File: config.mk
export PLATFORM = sky130hd
export DESIGN_NAME = i2s_rx
export DESIGN_NICKNAME = d
export VERILOG_FILES = /design/src/rtl/i2s_rx.sv
export SDC_FILE = /design/constraint.sdc
export NUM_CORES = 1
export LEC_CHECK = 0
export CAP_MARGIN = 0
export CORE_AREA = 5 5 123 96
export DETAILED_ROUTE_END_ITERATION = 8
export DIE_AREA = 0 0 128 101
export GPL_ROUTABILITY_DRIVEN = 0
export GPL_TIMING_DRIVEN = 0
export PLACE_DENSITY = 0.61
export SYNTH_ARGS = -nofsm -noshare
export SYNTH_HDL_FRONTEND = slang
export SYNTH_SLANG_ARGS = --single-unit
File: constraint.sdc
create_clock -name clk -period 1.88 [get_ports clk]
set_input_delay 0.376 -clock clk [delete_from_list [all_inputs] [get_ports clk]]
set_output_delay 0.376 -clock clk [all_outputs]
set_load 0.01 [all_outputs]
File: src/rtl/i2s_rx.sv
// i2s_rx: I2S slave receiver, deserializes BCK/LRCK/DATA into clk-domain samples.
// Define I2S_RX_ERR_EN to build slot-length checking on out_error.
module i2s_rx #(
    parameter int OUT_WIDTH = 16
) (
    input  logic                 clk,
    input  logic                 reset_n,
    input  logic                 BCK,
    input  logic                 LRCK,
    input  logic                 DATA,
    output logic [OUT_WIDTH-1:0] out_left,
    output logic [OUT_WIDTH-1:0] out_right,
    output logic                 out_valid,
    output logic                 out_error
);

    typedef enum logic {HUNT, RUN} state_t;

    localparam logic [6:0] W7 = 7'(OUT_WIDTH);

    state_t               state_q;
    state_t               state_d;
    logic [2:0]           bck_q;
    logic [1:0]           lrck_q;
    logic [1:0]           data_q;
    logic                 rise_q;
    logic                 d_q;
    logic                 l_q;
    logic                 l_prev;
    logic [5:0]           bitcnt;
    logic [OUT_WIDTH-1:0] sr;
    logic [OUT_WIDTH-1:0] word;
    logic [OUT_WIDTH-1:0] left_hold;
    logic                 have_left;
    logic                 slot_edge;
    logic                 in_bits;
    logic                 close_left;
    logic                 close_pair;

    // Two-stage synchronizers, BCK delay tap, and a registered rise strobe
    // carrying the DATA/LRCK values sampled alongside it.
    always_ff @(posedge clk or negedge reset_n) begin
        if (!reset_n) begin
            bck_q  <= '0;
            lrck_q <= '0;
            data_q <= '0;
            rise_q <= 1'b0;
            d_q    <= 1'b0;
            l_q    <= 1'b0;
        end else begin
            bck_q  <= {bck_q[1:0], BCK};
            lrck_q <= {lrck_q[0], LRCK};
            data_q <= {data_q[0], DATA};
            rise_q <= bck_q[1] & ~bck_q[2];
            d_q    <= data_q[1];
            l_q    <= lrck_q[1];
        end
    end

    assign slot_edge  = rise_q & (l_q != l_prev);
    assign in_bits    = {1'b0, bitcnt} < W7;
    assign close_left = slot_edge & (state_q == RUN) & ~l_prev;
    assign close_pair = slot_edge & (state_q == RUN) & l_prev & have_left;

    // Shift register with the current bit merged at its MSB-first position.
    always_comb begin
        word = sr;
        if (in_bits)
            word = sr | ({{(OUT_WIDTH-1){1'b0}}, d_q}
                         << (W7 - 7'd1 - {1'b0, bitcnt}));
    end

    // Bit capture per BCK rise; a word-select change ends the slot.
    always_ff @(posedge clk or negedge reset_n) begin
        if (!reset_n) begin
            sr     <= '0;
            bitcnt <= '0;
            l_prev <= 1'b0;
        end else if (rise_q) begin
            l_prev <= l_q;
            if (slot_edge) begin
                sr     <= '0;
                bitcnt <= '0;
            end else begin
                sr <= word;
                if (bitcnt != 6'd63)
                    bitcnt <= bitcnt + 6'd1;
            end
        end
    end

    // Framing state register.
    always_ff @(posedge clk or negedge reset_n) begin
        if (!reset_n)
            state_q <= HUNT;
        else
            state_q <= state_d;
    end

    // Leave HUNT at the first slot boundary; the partial slot is dropped.
    always_comb begin
        state_d = state_q;
        unique case (state_q)
            HUNT:    if (slot_edge) state_d = RUN;
            RUN:     state_d = RUN;
            default: state_d = HUNT;
        endcase
    end

    // Pair a closed left slot with the following right slot and publish.
    always_ff @(posedge clk or negedge reset_n) begin
        if (!reset_n) begin
            out_left  <= '0;
            out_right <= '0;
            out_valid <= 1'b0;
            left_hold <= '0;
            have_left <= 1'b0;
        end else begin
            out_valid <= 1'b0;
            if (close_left) begin
                left_hold <= word;
                have_left <= 1'b1;
            end else if (close_pair) begin
                out_left  <= left_hold;
                out_right <= word;
                out_valid <= 1'b1;
                have_left <= 1'b0;
            end
        end
    end

`ifdef I2S_RX_ERR_EN
    logic short_slot;
    logic left_short;

    assign short_slot = {1'b0, bitcnt} < (W7 - 7'd1);

    // A frame is bad if either of its slots carried fewer than OUT_WIDTH bits.
    always_ff @(posedge clk or negedge reset_n) begin
        if (!reset_n) begin
            left_short <= 1'b0;
            out_error  <= 1'b0;
        end else begin
            if (close_left)
                left_short <= short_slot;
            if (close_pair)
                out_error <= left_short | short_slot;
        end
    end
`else
    assign out_error = 1'b0;
`endif

endmodule

Yosys cells after proc, flatten, opt, wreduce, memory -nomap -nowiden
Index checks and enable logic that the tools add are counted.
- register bits: 84
- bits of input ports: 5
- output and inout port bits: 34
- logic and storage cells: 46
- $add $sub $neg: 2
- order comparisons: 1
- eq/ne operators: 2
- shifts and indexed selects: 1
- multiplexer cells: 10
- bitwise gates (word level): 11
- reductions and logical operators: 4
- operators by type and width (kind ; count):
    16-bit 2-to-1 mux ; 2
    16-bit bitwise OR ; 1
    1-bit by 7-bit << shifter with 16-bit output ; 1
    6-bit 2-to-1 mux ; 2
    4-bit by 6-bit subtractor with 7-bit output, first input constant ; 1
    6-bit by 1-bit adder with 6-bit output, second input constant ; 1
    1-bit AND ; 6
    6-bit by 5-bit < comparator with 1-bit output, second input constant ; 1
    6-bit inequality test, second input constant ; 1
    1-bit 2-to-1 mux ; 5
    1-bit NOT ; 4
    2-bit AND reduction ; 2
    2-bit nonzero test ; 2
    1-bit case mux with 2 select lines ; 1
    1-bit inequality test ; 1

Logic depth before layout (Yosys ltp)
Gate-level depths: netlist (run 1).
- depth in word-level cells: 7
- gate-level depth with buffers: 6
- depth with buffers taken out: 4

Worst setup path before layout (run 1)
Ideal clock, no wire load.
- path type: reg2reg
- from: register l_prev
- to: register out_left[12]
- setup time: 0.128 ns
- data arrival time: 1.381 ns
- required time: 1.752 ns
- slack: 0.371 ns
- stages on the path, launching flop included: 5
- path buffers: 1
- clock period less this slack: 1.509 ns
- cell sequence: dfrtp_1 -> nand3_1 -> nor3b_4 -> buf_6 -> mux2_1
- word-level cells in the longest chain between the ends: 6
- elaborated cells between the ends (all ways): 9
- those cells by class: eq/ne: 1; bitwise: 7; reduce/logical: 1
- ends and longest elaborated chain (what ; RTL line ; source):
    from (decl) ; 29 ; logic l_prev;
    from (signal assigned) ; 80 ; l_prev <= l_q;
    1-bit inequality test ; 60 ; assign slot_edge = rise_q & (l_q != l_prev);
    1-bit AND ; 60 ;
    1-bit AND ; 62, 63 ;
    1-bit AND (on tied branches) ; 63, 62 ;
    1-bit AND or 1-bit NOT (tied branches) ; -- ;
    2-bit AND reduction (no line) (*) ; -- ;
    to (signal assigned) ; 124 ; out_left <= left_hold;
    to (decl) ; 11 ; output logic [OUT_WIDTH-1:0] out_left,
Every way passes the cells marked *; elsewhere a longest branch is shown, timed or not.
A chain may end at the register's enable or synchronous reset.

Worst setup path in the final report (run 1)
- from: register bitcnt[0]
- to: register out_right[11]
- word-level cells in the longest chain between the ends: 4
- elaborated cells between the ends (all ways): 5
- those cells by class: add/sub: 1; order compare: 1; shift: 1; mux: 1; bitwise: 1
- ends and longest elaborated chain (what ; RTL line ; source):
    from (decl) ; 30 ; logic [5:0] bitcnt;
    from (signal assigned) ; 87 ; bitcnt <= bitcnt + 6'd1;
    4-bit by 6-bit subtractor with 7-bit output ; 70 ; << (W7 - 7'd1 - {1'b0, bitcnt}));
    1-bit by 7-bit << shifter with 16-bit output ; 69 ; word = sr | ({{(OUT_WIDTH-1){1'b0}}, d_q}
    16-bit bitwise OR ; 69 ;
    16-bit 2-to-1 mux (*) ; 68 ; if (in_bits)
    to (signal assigned) ; 125 ; out_right <= word;
    to (decl) ; 12 ; output logic [OUT_WIDTH-1:0] out_right,
Marked as above.

==> flow_summary.json, run 1 <==
{
  "holdCritStartpoint": "lrck_q[0]$_DFF_PN0_",
  "ios": 39,
  "routedWlPerCell_um": 14.4,
  "synth_seq_cells": 84,
  "slew_viol_final": 0,
  "final.period_utilization_pct": 91.3,
  "viasPerCell": 4.72,
  "syn_inst": 290,
  "ant_nets": 0,
  "rsz0062_at_grt": "false",
  "fin_cells": 485,
  "grt_pass1_vias": 2314,
  "clk_pin_slew_ns": 0.06,
  "die_area_sq_um": 12900,
  "end_kind": "flip-flop",
  "post_synth_num_cell_types": 43,
  "clk_latency_ns": 0.33,
  "p_seq_share_pct": 44.9,
  "yosysSeqAreaShare_pct": 61.2,
  "reg2reg_from": "bitcnt[0]$_DFFE_PN0P_",
  "fmax_mhz": 583,
  "p_leak_uw": 0.00189,
  "p_int_uw": 3660,
  "hp-class": "reg2reg",
  "clock_sinks": 84,
  "root_buffer": "clkbuf_16",
  "synth_edf_count": 0,
  "maxCapViolCount": 0,
  "async_flop_share_pct": 100,
  "syn_avg_cell_area_sq_um": 11.8,
  "firstDrtPassIters": 4,
  "power.switching_uw": 1260,
  "syn-cell-area_sq_um": 3430,
  "grt-ovfl-total": 0,
  "die_y_um": 101,
  "dp_hpwl_um": 4720,
  "irDropWorstVdd_mv": 0.436,
  "sw_frac_of_total_pct": 25.6,
  "ctsLongestPathBuffers": 2,
  "finalSetupViolCount": 0,
  "grt.total_usage_pct": 11.8,
  "worst_pin_slew_ns": 0.707,
  "numCtsBuffers": 9,
  "total_power_uw": 4930,
  "skew_ns": 0.00781,
  "cts_max_level": 3,
  "required_ns": 2.14,
  "finalHoldViolations": 0,
  "port_buffers": 37,
  "grt_max_degree": 71,
  "start_util_pct": 32.5,
  "drc": 0,
  "synthToLayoutAreaGrowth_pct": 26.4,
  "multi_input_area_sq_um": 1140,
  "finalCoreUtilization_pct": 41.1,
  "hold_end": "lrck_q[1]$_DFF_PN0_",
  "seqCellArea_sq_um": 2100,
  "ys.warnings.count": 0,
  "postCtsSetupBuffers": 0,
  "worst_slack_ns": 0.164,
  "path_max_fanout": 10,
  "drive_gt1_share_pct": 15.4,
  "arrival_ns": 1.97,
  "synth_nets": 296,
  "place_ws_ns": 0.149,
  "status": "completed",
  "via_count": 2288,
  "fp.dieW_um": 128,
  "holdWs_ns": 0.346,
  "cts_tree": "done",
  "period_minus_slack_ns": 1.72,
  "r2r-end": "out_right[11]$_DFFE_PN0P_",
  "r2r_cells": 4,
  "setup.worst_path.start_class": "flip-flop",
  "p_clk_share_pct": 38.6,
  "num_antenna_cells": 0,
  "fin_nets": 346,
  "drtIter0Drc": 128,
  "wirelength_um": 6970,
  "core_area_sq_um": 10600,
  "crit_type": "reg2reg",
  "hold_depth": 0,
  "grt_antenna_before_repair": 0,
  "dpl.cell_count": 468,
  "synth_flop_cell": "dfrtp_1",
  "p_comb_share_pct": 16.5,
  "grt_first_pass_wirelength_um": 11900,
  "power_density_nw_per_um2": 1140,
  "fillers": 1037,
  "slew_headroom_pct": 52.4,
  "rrSetupSlack_ns": 0.16,
  "rows": 33
}
-- worst max-delay path, stage by stage (launching register included) --
cell and delay (ns):
dfrtp_1 0.41, buf_2 0.20, nor4_1 0.64, a31oi_1 0.21
mux2i_1 0.18
-- kinds of logic (layout without fill, tap and decap cells) --
| group | after synthesis | after routing | synth area share, % |
|---|---|---|---|
| AO/OA/AOI/OAI | 64 | 64 | 11.5 |
| multiplexers | 32 | 32 | 9.92 |
| adder cells (fa/ha/maj) | 1 | 1 | 0.365 |
| other | 1 | 1 | 0.109 |
| AND/OR/NAND/NOR | 64 | 64 | 10.8 |
| flip-flops | 84 | 84 | 61.2 |
| XOR/XNOR | 2 | 2 | 0.510 |
| buffers and inverters | 42 | 97 | 5.61 |
-- state kept, by name, indices dropped and copies added, names as in the netlist, 2 cells and up --
signal,cells
left_hold,16
out_left,16
out_right,16
bck_q,3
lrck_q,2
data_q,2
sr,16
bitcnt,6
-- synthesized netlist by cell type, types with 2 or more instances --
| library cell | n | area, sq um |
|---|---|---|
| and2_0 | 2 | 12.5 |
| nor2_1 | 35 | 131 |
| a21oi_1 | 26 | 130 |
| nor4_1 | 2 | 12.5 |
| a31oi_1 | 24 | 150 |
| o21ai_0 | 2 | 10.0 |
| buf_4 | 2 | 15.0 |
| buf_2 | 10 | 50.1 |
| nor2b_1 | 3 | 18.8 |
| a41oi_1 | 4 | 35.0 |
| and3_1 | 2 | 12.5 |
| dfrtp_1 | 84 | 2100 |
| nand3_1 | 4 | 20.0 |
| nor3b_1 | 2 | 15.0 |
| mux2_2 | 12 | 135 |
| nand2_1 | 2 | 7.51 |
| mux2_1 | 4 | 45.0 |
| inv_1 | 20 | 75.1 |
| and2_1 | 3 | 18.8 |
| buf_1 | 3 | 11.3 |
| mux2i_1 | 16 | 160 |
| nor4b_2 | 2 | 30.0 |
| clkbuf_1 | 5 | 18.8 |
| buf_6 | 2 | 22.5 |
-- cells in the final DEF, fill, tap and decap left out, types with 3 or more instances in the layout --
cell             synthesis  final
a41oi_1                  4      4
dfrtp_1                 84     84
a31oi_1                 24     24
buf_4                    2      3
a21oi_1                 26     26
and2_1                   3      3
nor2_1                  35     35
nand3_1                  4      4
clkdlybuf4s50_1          0     36
mux2_2                  12     12
clkbuf_16                0      9
nor2b_1                  3      3
buf_2                   10     10
mux2i_1                 16     16
mux2_1                   4      4
inv_1                   20     20
clkbuf_1                 5      5
buf_1                    3      3
-- cell type report --
| cell class | instances | share of cell area [%] |
|---|---|---|
| repair buffers | 39 | 9.34 |
| flip-flops and latches | 84 | 48.4 |
| well taps | 140 | 4.04 |
| clock buffers | 11 | 5.59 |
| clock inverters | 5 | 1.90 |
| multi-input cells | 164 | 26.2 |
| inverters | 20 | 1.73 |
| plain buffers | 22 | 2.74 |
-- through the flow --
stage | instance area (sq um) | setup TNS, ns
floorplan | 3430 | 0
global placement | 3980 | -218.48
detailed placement | 4000 | 0
CTS | 4340 | 0
global route | 4340 | 0
finish | 4340 | 0
-- layer usage --
metal	share of wire (%)	up-vias	GRT usage [%]	wire length, um
li1	-	1109	-	-
met1	48	1126	16.1	3360
met2	47	51	17.4	3260
met3	4.6	2	3.60	318
met4	0.36	0	5.06	25
met5	0	-	0	0
-- power groups by stage --
stage | Clock (uW) | Sequential [uW] | Combinational, uW
after floorplan | 0 | 2250 | 445
after global placement | 0 | 2240 | 798
after detailed placement | 0 | 2250 | 816
after CTS | 1970 | 2210 | 826
after global routing | 2020 | 2240 | 909
final | 1900 | 2210 | 812
-- what timing repair did --
| action | in CTS | in global routing |
|---|---|---|
| hold buffers | 1 | 0 |
| gates resized for setup | 0 | 2 |
| endpoints found under the setup margin | 0 | 1 |
| hold endpoints to repair | 14 | 0 |
-- how the worst max path moves through the flow --
stage	start	depth (start not counted)	endpoint	slack [ns]
after CTS	rise_q$_DFF_PN0_	5	left_hold[13]$_DFFE_PN0P_	0.13
after floorplan	l_prev$_DFFE_PN0P_	4	out_left[12]$_DFFE_PN0P_	0.37
after detailed placement	bitcnt[0]$_DFFE_PN0P_	4	out_right[11]$_DFFE_PN0P_	0.15
after global routing	bitcnt[0]$_DFFE_PN0P_	4	out_right[11]$_DFFE_PN0P_	0.02
final	bitcnt[0]$_DFFE_PN0P_	4	out_right[11]$_DFFE_PN0P_	0.16
after global placement	reset_n	1	out_left[3]$_DFFE_PN0P_	-2.61
Note: power is estimated with default switching activity, not from simulation.
==> run 2, diff against run 1 <==
SKIP_CTS_REPAIR_TIMING = 1   (was unset)
==> results of run 2 <==
Final layout, timing and power as in run 1 (identical DEF).
Main changes from that run: via count of the first global-routing pass 2314 -> 2313
==> run 3, diff against run 2 <==
ABC_CLOCK_PERIOD_IN_PS = 1880   (was unset)
TNS_END_PERCENT = 20   (was unset)
==> results of run 3 <==
Final layout, timing and power as in run 1 (identical DEF).
Main changes from that run: via count of the first global-routing pass 2314 -> 2313
